--- src/rtl/rand_pkg.sv ---
// Shared defaults, FSM state type and a saturating-increment helper for the range picker.
package rand_pkg;

  localparam int RND_W_DEF = 13;
  localparam int OUT_W_DEF = 7;
  localparam int DEPTH_DEF = 4;

  typedef enum logic [1:0] {
    S_FLUSH = 2'd0,
    S_RUN   = 2'd1,
    S_ERR   = 2'd2
  } state_e;

  function automatic logic [7:0] sat_inc(input logic [7:0] c);
    return (c == 8'hFF) ? c : c + 8'd1;
  endfunction

endpackage

--- src/rtl/rand_range_picker_if.sv ---
// Sample-in / ranged-value-out bundle; master drives samples, limit and out_ready.
interface rand_range_picker_if
  import rand_pkg::*;
#(
  parameter int RND_W = RND_W_DEF,
  parameter int OUT_W = OUT_W_DEF
);

  logic [RND_W-1:0] rnd_in;
  logic             rnd_valid;
  logic [OUT_W-1:0] limit;
  logic             out_ready;
  logic             out_valid;
  logic [OUT_W-1:0] out_value;
  logic             limit_err;
  logic [7:0]       reject_count;
  logic [7:0]       drop_count;

  modport master (
    output rnd_in, rnd_valid, limit, out_ready,
    input  out_valid, out_value, limit_err, reject_count, drop_count
  );

  modport slave (
    input  rnd_in, rnd_valid, limit, out_ready,
    output out_valid, out_value, limit_err, reject_count, drop_count
  );

endinterface

--- src/rtl/rand_fifo.sv ---
// First-word-fall-through FIFO, 1-cycle push-to-head latency; push when full is ignored
// unless a pop happens the same cycle. dout holds the last head value while empty.
module rand_fifo #(
  parameter int W     = 8,
  parameter int DEPTH = 4
) (
  input  logic                       clock,
  input  logic                       reset,
  input  logic                       push,
  input  logic                       pop,
  input  logic                       flush,
  input  logic [W-1:0]               din,
  output logic [W-1:0]               dout,
  output logic                       full,
  output logic                       empty,
  output logic [$clog2(DEPTH+1)-1:0] count
);

  localparam int PW = (DEPTH > 1) ? $clog2(DEPTH) : 1;
  localparam int CW = $clog2(DEPTH+1);

  logic [W-1:0]  mem [DEPTH];
  logic [PW-1:0] rd_ptr;
  logic [PW-1:0] wr_ptr;
  logic [W-1:0]  hold_q;
  logic          do_pop;
  logic          do_push;

  assign empty   = (count == '0);
  assign full    = (count == CW'(DEPTH));
  assign do_pop  = pop && !empty;
  assign do_push = push && (!full || do_pop);
  assign dout    = empty ? hold_q : mem[rd_ptr];

  function automatic logic [PW-1:0] ptr_next(input logic [PW-1:0] p);
    return (p == PW'(DEPTH-1)) ? '0 : p + PW'(1);
  endfunction

  always_ff @(posedge clock) begin
    if (do_push) begin
      mem[wr_ptr] <= din;
    end
  end

  always_ff @(posedge clock or posedge reset) begin
    if (reset) begin
      rd_ptr <= '0;
      wr_ptr <= '0;
      count  <= '0;
      hold_q <= '0;
    end else begin
      hold_q <= dout;
      if (flush) begin
        rd_ptr <= '0;
        wr_ptr <= '0;
        count  <= '0;
      end else begin
        if (do_push) wr_ptr <= ptr_next(wr_ptr);
        if (do_pop)  rd_ptr <= ptr_next(rd_ptr);
        case ({do_push, do_pop})
          2'b10:   count <= count + CW'(1);
          2'b01:   count <= count - CW'(1);
          default: count <= count;
        endcase
      end
    end
  end

endmodule

--- src/rtl/rand_range_picker.sv ---
// Masks LFSR samples into [0, limit-1] by rejection and queues them; head appears 1 cycle
// after an accepted sample. Full FIFO with no pop drops the sample and counts it.
module rand_range_picker
  import rand_pkg::*;
#(
  parameter int RND_W = RND_W_DEF,
  parameter int OUT_W = OUT_W_DEF,
  parameter int DEPTH = DEPTH_DEF
) (
  input  logic          clock,
  input  logic          reset,
  rand_range_picker_if.slave bus
);

  localparam int CW = $clog2(DEPTH+1);

  state_e           state_q;
  state_e           state_d;
  logic [OUT_W-1:0] limit_q;
  logic [OUT_W-1:0] lim_m1;
  logic [OUT_W-1:0] mask;
  logic [OUT_W-1:0] cand;
  logic [7:0]       rej_q;
  logic [7:0]       drop_q;
  logic             limit_chg;
  logic             sample_ok;
  logic             accept;
  logic             reject;
  logic             push;
  logic             drop;
  logic             pop;
  logic             flush;
  logic             out_valid_w;
  logic             fifo_full;
  logic             fifo_empty;
  logic [OUT_W-1:0] fifo_dout;
  logic [CW-1:0]    fifo_count;
  logic             unused_ok;

  assign unused_ok = ^{bus.rnd_in[RND_W-1:OUT_W], fifo_count};

  // Fill every bit at or below the MSB of limit_q-1 to get the smallest 2^k-1 cover.
  assign lim_m1 = limit_q - OUT_W'(1);
  always_comb begin
    mask = '0;
    for (int i = 0; i < OUT_W; i++) begin
      mask[i] = |(lim_m1 >> i);
    end
  end

  assign cand      = bus.rnd_in[OUT_W-1:0] & mask;
  assign limit_chg = (bus.limit != limit_q);
  assign flush     = (state_q == S_FLUSH);
  assign sample_ok = (state_q == S_RUN) && !limit_chg && bus.rnd_valid;
  assign accept    = sample_ok && (cand < limit_q);
  assign reject    = sample_ok && !accept;

  // The head is withheld during the flush cycle so nothing stale can be consumed.
  assign out_valid_w = !fifo_empty && !flush;
  assign pop         = out_valid_w && bus.out_ready;
  assign push        = accept && (!fifo_full || pop);
  assign drop        = accept && !push;

  always_comb begin
    state_d = state_q;
    case (state_q)
      S_FLUSH: state_d = (bus.limit == '0) ? S_ERR : S_RUN;
      S_RUN:   if (limit_chg) state_d = S_FLUSH;
      S_ERR:   if (bus.limit != '0) state_d = S_FLUSH;
      default: state_d = S_FLUSH;
    endcase
  end

  always_ff @(posedge clock or posedge reset) begin
    if (reset) begin
      state_q <= S_FLUSH;
      limit_q <= '0;
      rej_q   <= '0;
      drop_q  <= '0;
    end else begin
      state_q <= state_d;
      if (flush) begin
        limit_q <= bus.limit;
        rej_q   <= '0;
        drop_q  <= '0;
      end else begin
        if (reject) rej_q  <= sat_inc(rej_q);
        if (drop)   drop_q <= sat_inc(drop_q);
      end
    end
  end

  rand_fifo #(
    .W     (OUT_W),
    .DEPTH (DEPTH)
  ) u_fifo (
    .clock (clock),
    .reset (reset),
    .push  (push),
    .pop   (pop),
    .flush (flush),
    .din   (cand),
    .dout  (fifo_dout),
    .full  (fifo_full),
    .empty (fifo_empty),
    .count (fifo_count)
  );

  assign bus.out_valid    = out_valid_w;
  assign bus.out_value    = fifo_dout;
  assign bus.limit_err    = (state_q == S_ERR);
  assign bus.reject_count = rej_q;
  assign bus.drop_count   = drop_q;

endmodule

--- src/flat_wrapper.sv ---
// flat-port wrapper written by rule: the top's interface ports become plain ports
module rand_range_picker_flat import rand_pkg::*;
#(
  parameter int RND_W = RND_W_DEF,
  parameter int OUT_W = OUT_W_DEF,
  parameter int DEPTH = DEPTH_DEF
)
  (clock, reset, bus_rnd_in, bus_rnd_valid, bus_limit, bus_out_ready, bus_out_valid, bus_out_value, bus_limit_err, bus_reject_count, bus_drop_count);
  rand_range_picker_if #(.RND_W(RND_W), .OUT_W(OUT_W)) bus_i ();
  input  logic clock;
  input  logic reset;
  input wire logic [$bits(bus_i.rnd_in)-1:0] bus_rnd_in;
  input wire logic [$bits(bus_i.rnd_valid)-1:0] bus_rnd_valid;
  input wire logic [$bits(bus_i.limit)-1:0] bus_limit;
  input wire logic [$bits(bus_i.out_ready)-1:0] bus_out_ready;
  output wire logic [$bits(bus_i.out_valid)-1:0] bus_out_valid;
  output wire logic [$bits(bus_i.out_value)-1:0] bus_out_value;
  output wire logic [$bits(bus_i.limit_err)-1:0] bus_limit_err;
  output wire logic [$bits(bus_i.reject_count)-1:0] bus_reject_count;
  output wire logic [$bits(bus_i.drop_count)-1:0] bus_drop_count;
  assign bus_i.rnd_in = bus_rnd_in;
  assign bus_i.rnd_valid = bus_rnd_valid;
  assign bus_i.limit = bus_limit;
  assign bus_i.out_ready = bus_out_ready;
  assign bus_out_valid = bus_i.out_valid;
  assign bus_out_value = bus_i.out_value;
  assign bus_limit_err = bus_i.limit_err;
  assign bus_reject_count = bus_i.reject_count;
  assign bus_drop_count = bus_i.drop_count;
  rand_range_picker #(.RND_W(RND_W), .OUT_W(OUT_W), .DEPTH(DEPTH)) u_core (.clock(clock), .reset(reset), .bus(bus_i));
endmodule
--- config.mk ---
export PLATFORM = sky130hd
export DESIGN_NAME = rand_range_picker_flat
export DESIGN_NICKNAME = d
export VERILOG_FILES = /design/src/rtl/rand_pkg.sv /design/src/rtl/rand_range_picker_if.sv /design/src/rtl/rand_fifo.sv /design/src/rtl/rand_range_picker.sv /design/src/flat_wrapper.sv
export SDC_FILE = /design/constraint.sdc
export NUM_CORES = 1
export LEC_CHECK = 0
export BUFFER_PORTS_ARGS = -buffer_cell sky130_fd_sc_hd__clkbuf_2
export CORE_MARGIN = 3
export CORE_UTILIZATION = 35
export DETAILED_ROUTE_END_ITERATION = 10
export MAX_ROUTING_LAYER = met4
export PLACE_DENSITY = 0.59
export SYNTH_ARGS = -nofsm -noshare
export SYNTH_HDL_FRONTEND = slang
export SYNTH_SLANG_ARGS = --single-unit
export TNS_END_PERCENT = 5
--- constraint.sdc ---
create_clock -name clock -period 3.9 [get_ports clock]
set_clock_uncertainty 0.05 [all_clocks]
set_input_delay 0.975 -clock clock [delete_from_list [all_inputs] [get_ports clock]]
set_output_delay 0.975 -clock clock [all_outputs]
set_load 0.01 [all_outputs]
==> metrics, run 1 <==
Die Y=107 um; Final Hold Violating Endpoints=0; vias in the first global route=2608; crit path launch=u_core.limit_q[0]; Slew @ Worst Pin=1.03 ns; largest net degree at the start of global routing=29; GPL Wtd Cong=0.844; R2R depth=17; reg2reg end=u_core.u_fifo.count[2]; Post-Route Utilization=0.443; final hold slack=0.452 ns; global route overflow=0; Worst Setup End Kind=register; P per Cell Area=563 nW/um2; CP arrival=4.02 ns; Mapped Nets=356; wire per inst=14.8 um; fraction of layout cells with a size suffix above 1=0.308; antenna violations before repair=0; clk_lat worst skew=0.35 ns; post-detail-place hpwl=5660 um; hold buffers post-CTS=0; Gate Count Post-Synth=315; crit path max fanout=4; DR vias/cell=4.94; max-slew violations=0; most frequent cells in the layout=clkbuf_2, dfrtp_1, edfxtp_1; # IOs=49; final setup violation count=0; final setup margin=0.115 ns; dominant synthesized flop cell=dfrtp_1; max-cap viol count=0; PortBufs=42; r2r setup slk=0.12 ns; Slew headroom=0.311; first-pass GRT wire length=12700 um; # rows=36; Die Wd=107 um; Post-Route WL=7610 um; crit start category=register; Initial DRC Count=102; asr flop ratio synth=0.582; layout net count=416; yosys warns=0; area delta synth->final=22.2%; Leak Pwr=1.81 nW; Post-Synthesis Cell Area=3580 um2; antenna violation net count after detailed routing=0; commonest non-fill, non-tap cell in the layout=clkbuf_2; Initial Utilization=0.363; Worst Setup EP=u_core.u_fifo.count[2]; FILL cells=929; Post-synth EDFFs=28; core area=9860 um2; Tot GR Track Use=0.147; Num CTS Buffers=9; CTS tree=yes; Layout Cells excl Fill=513; Root Buffer=clkbuf_8; overall power=2.46 mW; DR vias=2533; CTS clk-pin slew, worst paths=0.08 ns; Place WS=0.0327 ns; Multi-input gate area=1740 um2; hold path startpoint=u_core.u_fifo.hold_q[4]; Syn Area/Cell=11.4 um2; Crit path required time=4.13 ns; fin crit share=0.971; setup_tns=0 ns; post-synthesis sequential area ratio=0.508; maximum clock rate=264 MHz; Final Cell Area=4370 um2; minimum clock period=3.78 ns; clk sinks=67; Residual DRC=0; VDD IR-drop max=234 uV; outcome=finished, final reports clean; number of iterations in the first detailed-routing pass=4; Yosys cell types=49; Clock H-tree levels=3; Bufs on Longest Clock Path=2; die area=11500 um2; hold crit path type=register to register; placed insts=493; DP Area=4060 um2; sequential cell area=1820 um2; synthesis-stage register bit count=67; critical path class=register to register; worst flop-to-flop path startpoint=u_core.limit_q[0]; Antenna Cells=0
-- logic make-up (layout without fill, tap and decap cells) --
| family | Yosys count | in the layout | synth area share |
|---|---|---|---|
| flops | 67 | 67 | 0.508 |
| xor+xnor | 12 | 12 | 0.0294 |
| compound gates | 48 | 48 | 0.0920 |
| simple gates | 114 | 114 | 0.175 |
| fa+ha+maj | 17 | 17 | 0.0616 |
| mux | 24 | 24 | 0.0941 |
| buf+inv | 33 | 98 | 0.0402 |
-- power by group --
group	internal, mW	switching, mW
clock	0.306	0.307
combinational	0.432	0.494
sequential	0.821	0.0984
-- synthesized netlist by cell type, types with 2 or more instances --
cell type / count / area share
a211oi_1: 2 / 0.0042
a21boi_1: 2 / 0.0042
a21oi_1: 12 / 0.017
a31o_1: 6 / 0.015
and2_1: 9 / 0.016
and3_1: 4 / 0.0070
buf_2: 4 / 0.0056
buf_6: 2 / 0.0063
clkbuf_1: 7 / 0.0073
dfrtp_1: 39 / 0.27
edfxtp_1: 28 / 0.24
ha_1: 16 / 0.056
inv_1: 20 / 0.021
mux2_2: 7 / 0.022
mux2i_1: 10 / 0.028
mux4_2: 7 / 0.044
nand2_1: 24 / 0.025
nand2b_1: 7 / 0.012
nand3_1: 10 / 0.014
nand3b_1: 2 / 0.0042
nand4_1: 10 / 0.017
nor2_1: 18 / 0.019
nor2b_1: 3 / 0.0052
nor3_1: 4 / 0.0056
nor4_1: 7 / 0.012
nor4b_1: 2 / 0.0049
o21ai_0: 10 / 0.014
o21ai_1: 2 / 0.0028
o21bai_1: 3 / 0.0063
o31ai_1: 3 / 0.0063
or2_1: 2 / 0.0035
or2_2: 2 / 0.0035
or3_1: 2 / 0.0035
or4_1: 4 / 0.0084
xnor2_1: 4 / 0.0098
xor2_1: 8 / 0.020
-- flip-flops by register name, indices dropped and copies added, names as in the netlist --
signal	cells
u_core.bus.drop_count	8
u_core.u_fifo.rd_ptr	2
u_core.limit_q	7
u_core.bus.reject_count	8
u_core.u_fifo.count	3
u_core.u_fifo.hold_q	7
u_core.u_fifo.wr_ptr	2
u_core.state_q	2
u_core.u_fifo.mem	28
-- worst max-delay path, cell delays in order (launching register included) --
cell and delay [ns]:
dfrtp_1 0.41, buf_6 0.14, or2_4 0.25, a22o_1 0.26, or2_4 0.27, and3_4 0.17
a21boi_4 0.19, ha_4 0.23, nand3b_1 0.10, a21oi_2 0.07, or2_4 0.24, a211oi_4 0.17
inv_1 0.07, ha_2 0.20, fa_2 0.34, xnor2_1 0.14, or3_1 0.32, a21oi_2 0.12
-- how the worst min path moves through the flow --
stage,cells after the start,endpoint
floorplan,1,u_core.state_q[0]
global route,1,u_core.u_fifo.hold_q[4]
global placement,1,u_core.u_fifo.hold_q[0]
CTS,1,u_core.u_fifo.hold_q[4]
detailed placement,1,u_core.u_fifo.hold_q[4]
finish,1,u_core.u_fifo.hold_q[4]
-- timing repair --
item | CTS | global route
resized for setup | 0 | 15
endpoints found under the setup margin | 0 | 7
endpoints found under the hold margin | 0 | 0
buffers inserted | 0 | 4
-- final cells by class --
cell class | count | share of cell area
clock buffer | 9 | 0.0283
clock inverter | 7 | 0.0189
tap | 133 | 0.0381
timing repair buffer | 62 | 0.0833
multi-input combinational | 215 | 0.398
inverter | 20 | 0.0172
sequential | 67 | 0.416
-- routing by layer --
metal	routed length (um)	vias up	track usage	part of all wire
li1	-	1265	-	-
met1	3590	1224	0.189	0.47
met2	3730	39	0.230	0.49
met3	225	5	0.0373	0.030
met4	66	0	0.0438	0.0087
met5	0	-	-	0
Power figures use the tool's default switching activity.
==> run 2, diff against run 1 <==
--- a/config.mk
+++ b/config.mk
@@ -9,9 +9,9 @@
 export CORE_MARGIN = 3
 export CORE_UTILIZATION = 35
 export DETAILED_ROUTE_END_ITERATION = 10
-export MAX_ROUTING_LAYER = met4
 export PLACE_DENSITY = 0.59
 export SYNTH_ARGS = -nofsm -noshare
 export SYNTH_HDL_FRONTEND = slang
+export SYNTH_HIERARCHICAL = 1
 export SYNTH_SLANG_ARGS = --single-unit
 export TNS_END_PERCENT = 5
==> metrics, run 2 <==
core area=9950 um2; DR vias=2758; Synth top cells by count=dfrtp_1, edfxtp_1, nand2_1; WP buf/inv=2; die area=11700 um2; post-detail-place hpwl=5850 um; maximum clock rate=248 MHz; Post-Synthesis Cell Area=3660 um2; Post-Route WL=8060 um; CTS tree=yes; final setup violation count=2; synthesis-stage register bit count=67; clk_lat worst skew=0.35 ns; P per Cell Area=535 nW/um2; Post-synth EDFFs=28; minimum clock period=4.04 ns; Antenna Cells=0; Die Wd=108 um; Die Y=108 um; Crit path required time=4.07 ns; placed insts=520; Initial DRC Count=108; Largest register FFs=28; yosys warns=6; Num CTS Buffers=9; DR vias/cell=5.10; FILL cells=915; number of iterations in the first detailed-routing pass=4; commonest non-fill, non-tap cell in the layout=clkbuf_2; asr flop ratio synth=0.582; VDD IR-drop max=301 uV; Mapped Nets=368; Yosys cell types=56; Leak Pwr=1.93 nW; CTS clk-pin slew, worst paths=0.07 ns; Synth top area share=0.266; CP arrival=4.21 ns; Tot GR Track Use=0.150; wire per inst=14.9 um; most frequent cells in the layout=clkbuf_2, dfrtp_1, buf_4; Bufs on Longest Clock Path=2; Post-Route Utilization=0.464; Initial Utilization=0.368; # rows=36; Gate Count Post-Synth=328; crit start category=register; Syn Area/Cell=11.2 um2; global route overflow=0; Final Hold Violating Endpoints=0; outcome=finished, violations left; failing checks=negative setup slack; vias in the first global route=2757; # IOs=49; Biggest register=u_core/u_fifo/mem; final setup margin=-0.139 ns; clk sinks=67; crit path max fanout=4; antenna violations before repair=0; Worst Setup End Kind=register; most common cell in the synthesized netlist=dfrtp_1; dominant synthesized flop cell=dfrtp_1; Slew @ Worst Pin=0.984 ns; top cells by area, synth=dfrtp_1, edfxtp_1, ha_1; max-slew violations=0; Layout Cells excl Fill=541; biggest area consumer among synthesized cells=dfrtp_1; critical path class=register to register; Clock H-tree levels=3; hold crit path type=register to register; RSZ-0062 raised after global routing=yes; max-cap viol count=0; CP peak stage delay=0.41 ns; PortBufs=42; GPL Wtd Cong=0.837; Slew headroom=0.343; post-synthesis sequential area ratio=0.496; Root Buffer=clkbuf_8; largest net degree at the start of global routing=32; critical-path cell list=inv_2, ha_4, o21bai_4, a2111oi_4, a311oi_4, nor2_4, a21boi_2, ha_1, o21ai_2, a21oi_2, o21a_1, o31a_1, nor4b_4, nand2b_4, nor2_2, fa_2, buf_6, nor4bb_1, a31oi_1, a41oi_2; Crit-path slowest cell=a2111oi_4; area delta synth->final=26.2%; Largest delay share family, worst path=compound AO/OA/AOI/OAI gates; DP Area=4260 um2; hold buffers post-CTS=0; Final Cell Area=4620 um2; fin crit share=1.04; antenna violation net count after detailed routing=0; first-pass GRT wire length=13700 um; Residual DRC=0; fraction of layout cells with a size suffix above 1=0.331; layout net count=443
[run 2: kinds of logic after synthesis]
| family | after synthesis | share of synthesized area |
|---|---|---|
| AND/OR/NAND/NOR | 110 | 0.166 |
| adder cells (fa/ha/maj) | 16 | 0.0567 |
| multiplexers | 17 | 0.0871 |
| XOR/XNOR | 12 | 0.0287 |
| flip-flops | 67 | 0.496 |
| buffers and inverters | 39 | 0.0509 |
| AO/OA/AOI/OAI | 67 | 0.115 |
[run 2: area by class of cell]
| type | instances | area [um2] | share of cell area |
|---|---|---|---|
| inverter | 22 | 82.6 | 0.0179 |
| sequential | 67 | 1820 | 0.393 |
| clock buffer | 11 | 141 | 0.0306 |
| multi-input combinational | 222 | 1820 | 0.394 |
| timing repair buffer | 81 | 519 | 0.112 |
| tap | 133 | 166 | 0.0360 |
| clock inverter | 5 | 76.3 | 0.0165 |
[run 2: report_power, final]
| group | internal, mW | switching (mW) | leakage, nW | total, mW |
|---|---|---|---|---|
| Sequential | 0.807 | 0.0380 | 0.769 | 0.845 |
| Clock | 0.375 | 0.257 | 0.109 | 0.632 |
| Combinational | 0.471 | 0.526 | 1.05 | 0.997 |
| Total | 1.65 | 0.821 | 1.93 | 2.47 |
[run 2: per-stage QoR]
stage	TNS [ns]	hold WS (ns)	total power [mW]	setup slack [ns]
after floorplan	-0.317	0.383	1.39	-0.166
after detailed placement	-0.380	0.413	1.76	-0.208
after global routing	-0.956	0.462	2.66	-0.346
final	-0.231	0.415	2.47	-0.139
after global placement	-0.251	0.407	1.73	-0.136
after CTS	-0.327	0.420	2.42	-0.198
[run 2: what timing repair did]
item,4_1_cts,5_1_grt
buffers inserted,0,5
endpoints found under the hold margin,0,0
pin swaps,1,12
gates resized for setup,5,20
endpoints found under the setup margin,2,36
[run 2: final timing paths]
kind | start | to | slack [ns] | cells after the start
worst max-delay path | u_core/limit_q[0] | u_core/u_fifo/count[2] | -0.14 | 20
worst min-delay path | u_core/state_q[1] | u_core/state_q[0] | 0.41 | 1
worst max register to register | u_core/limit_q[0] | u_core/u_fifo/count[2] | -0.14 | 20
worst min register to register | u_core/state_q[1] | u_core/state_q[0] | 0.41 | 1
max in group asynchronous | reset | u_core/limit_q[1] | 2.34 | 2
min in group asynchronous | reset | u_core/u_fifo/count[2] | 0.63 | 2
[run 2: layer usage]
layer | GRT usage | wire, um | vias to the layer above
li1 | - | - | 1360
met1 | 0.192 | 3630 | 1321
met2 | 0.242 | 3910 | 60
met3 | 0.0418 | 361 | 17
met4 | 0.0568 | 164 | 0
met5 | 0 | 0 | -
==> run 3, diff against run 2 <==
--- a/config.mk
+++ b/config.mk
@@ -9,7 +9,7 @@
 export CORE_MARGIN = 3
 export CORE_UTILIZATION = 35
 export DETAILED_ROUTE_END_ITERATION = 10
-export PLACE_DENSITY = 0.59
+export PLACE_DENSITY = 0.57
 export SYNTH_ARGS = -nofsm -noshare
 export SYNTH_HDL_FRONTEND = slang
 export SYNTH_HIERARCHICAL = 1
==> constraint.sdc (replaced) <==
create_clock -name clock -period 4.5 [get_ports clock]
set_clock_uncertainty 0.05 [all_clocks]
set_input_delay 1.125 -clock clock [delete_from_list [all_inputs] [get_ports clock]]
set_output_delay 1.125 -clock clock [all_outputs]
set_load 0.05 [all_outputs]
==> metrics, run 3 (same netlist as run 2, synthesis figures left out) <==
max-slew violations=0; CTS clk-pin slew, worst paths=0.08 ns; DR vias/cell=5.23; final hold slack=0.421 ns; Num CTS Buffers=9; Final Hold Violating Endpoints=0; Multi-input gate area=1730 um2; # IOs=49; FILL cells=947; CP peak stage delay=0.53 ns; global route overflow=0; Slew headroom=0.336; max-cap viol count=0; commonest non-fill, non-tap cell in the layout=clkbuf_2; clk sinks=67; antenna violation net count after detailed routing=0; Post-Route WL=7590 um; VDD IR-drop max=237 uV; Worst Setup End Kind=register; P per Cell Area=444 nW/um2; Place WS=-0.122 ns; Initial DRC Count=93; critical-path cell list=inv_1, ha_1, buf_4, and4_1, a311oi_4, nor2_2, nor2b_2, ha_1, a21oi_1, o21ai_0, a21o_1, nor4b_4, nand2b_4, nor2_1, fa_2, or4_1, a41oi_1; RSZ-0062 raised after global routing=no; die area=11700 um2; outcome=finished, final reports clean; R2R depth=17; post-detail-place hpwl=5410 um; antenna violations before repair=0; Leak Pwr=1.79 nW; Tot GR Track Use=0.140; fin crit share=0.933; WP buf/inv=2; minimum clock period=4.20 ns; number of iterations in the first detailed-routing pass=4; Slew @ Worst Pin=0.995 ns; crit path max fanout=5; Hold Crit Depth=1; GPL Wtd Cong=0.732; PortBufs=42; Bufs on Longest Clock Path=2; core area=9950 um2; hold buffers post-CTS=0; area delta synth->final=17.8%; Residual DRC=0; DR vias=2681; wire per inst=14.8 um; most used cell along the critical path=ha_1; # rows=36; clk_lat worst skew=0.34 ns; sequential cell area=1820 um2; Largest register FFs=28; fraction of layout cells with a size suffix above 1=0.239; final setup margin=0.302 ns; Largest delay share family, worst path=simple AND/OR/NAND/NOR gates; Crit-path slowest cell=or4_1; Antenna Cells=0; Initial Utilization=0.368; Crit path required time=4.71 ns; maximum clock rate=238 MHz; Stages on worst setup path=17; Biggest register=u_core/u_fifo/mem; most frequent cells in the layout=clkbuf_2, dfrtp_1, edfxtp_1; final setup violation count=0; Die Y=108 um; CTS tree=yes; crit start category=register; vias in the first global route=2572; largest net degree at the start of global routing=33; CP arrival=4.41 ns; first-pass GRT wire length=12800 um; layout net count=415; Root Buffer=clkbuf_8; Die Wd=108 um; Clock H-tree levels=3; hold crit path type=register to register; critical path class=register to register
[run 3: worst paths after layout]
path                                   start                     end  slack (ns)
max                        u_core/limit_q[0]  u_core/u_fifo/count[2]        0.30
min                        u_core/state_q[1]       u_core/state_q[0]        0.42
max reg2reg                u_core/limit_q[0]  u_core/u_fifo/count[2]        0.30
min reg2reg                u_core/state_q[1]       u_core/state_q[0]        0.42
max in group asynchronous              reset       u_core/limit_q[0]        2.83
min in group asynchronous              reset  u_core/u_fifo/count[2]        0.77
[run 3: power by group]
part | total [mW] | internal, mW | switching, mW
Sequential | 0.755 | 0.698 | 0.0570
Combinational | 0.599 | 0.224 | 0.375
Clock | 0.558 | 0.327 | 0.231
Total | 1.91 | 1.25 | 0.664
[run 3: timing repair]
action | in CTS | in global routing
endpoints found under the setup margin | 2 | 2
setup buffers | 0 | 1
gates resized for setup | 1 | 11
pin swaps | 0 | 4
[run 3: metal layers]
metal | wire length (um) | track usage | up-vias
met5 | 0 | 0 | -
met4 | 61 | 0.0352 | 0
met3 | 313 | 0.0406 | 4
met2 | 3580 | 0.221 | 52
met1 | 3630 | 0.190 | 1320
li1 | - | - | 1305
[run 3: area by class of cell]
type                            instances  share of cell area
Sequential cell                        67               0.421
Multi-Input combinational cell        222               0.401
Timing Repair Buffer                   53              0.0679
Tap cell                              133              0.0386
Clock buffer                           10              0.0319
Clock inverter                          6              0.0203
Inverter                               22              0.0191
[run 3: through the flow]
stage | util | cells | setup TNS [ns] | total power [mW] | instance area, um2
2_1_floorplan | - | 328 | 0 | 1.15 | 3680
6_report | 0.433 | 513 | 0 | 1.91 | 4310
3_3_place_gp | 0.404 | 496 | -0.00578 | 1.30 | 4030
4_1_cts | 0.428 | 512 | 0 | 1.89 | 4260
5_1_grt | 0.433 | 513 | 0 | 2.05 | 4310
3_5_place_dp | 0.404 | 496 | -0.200 | 1.32 | 4030
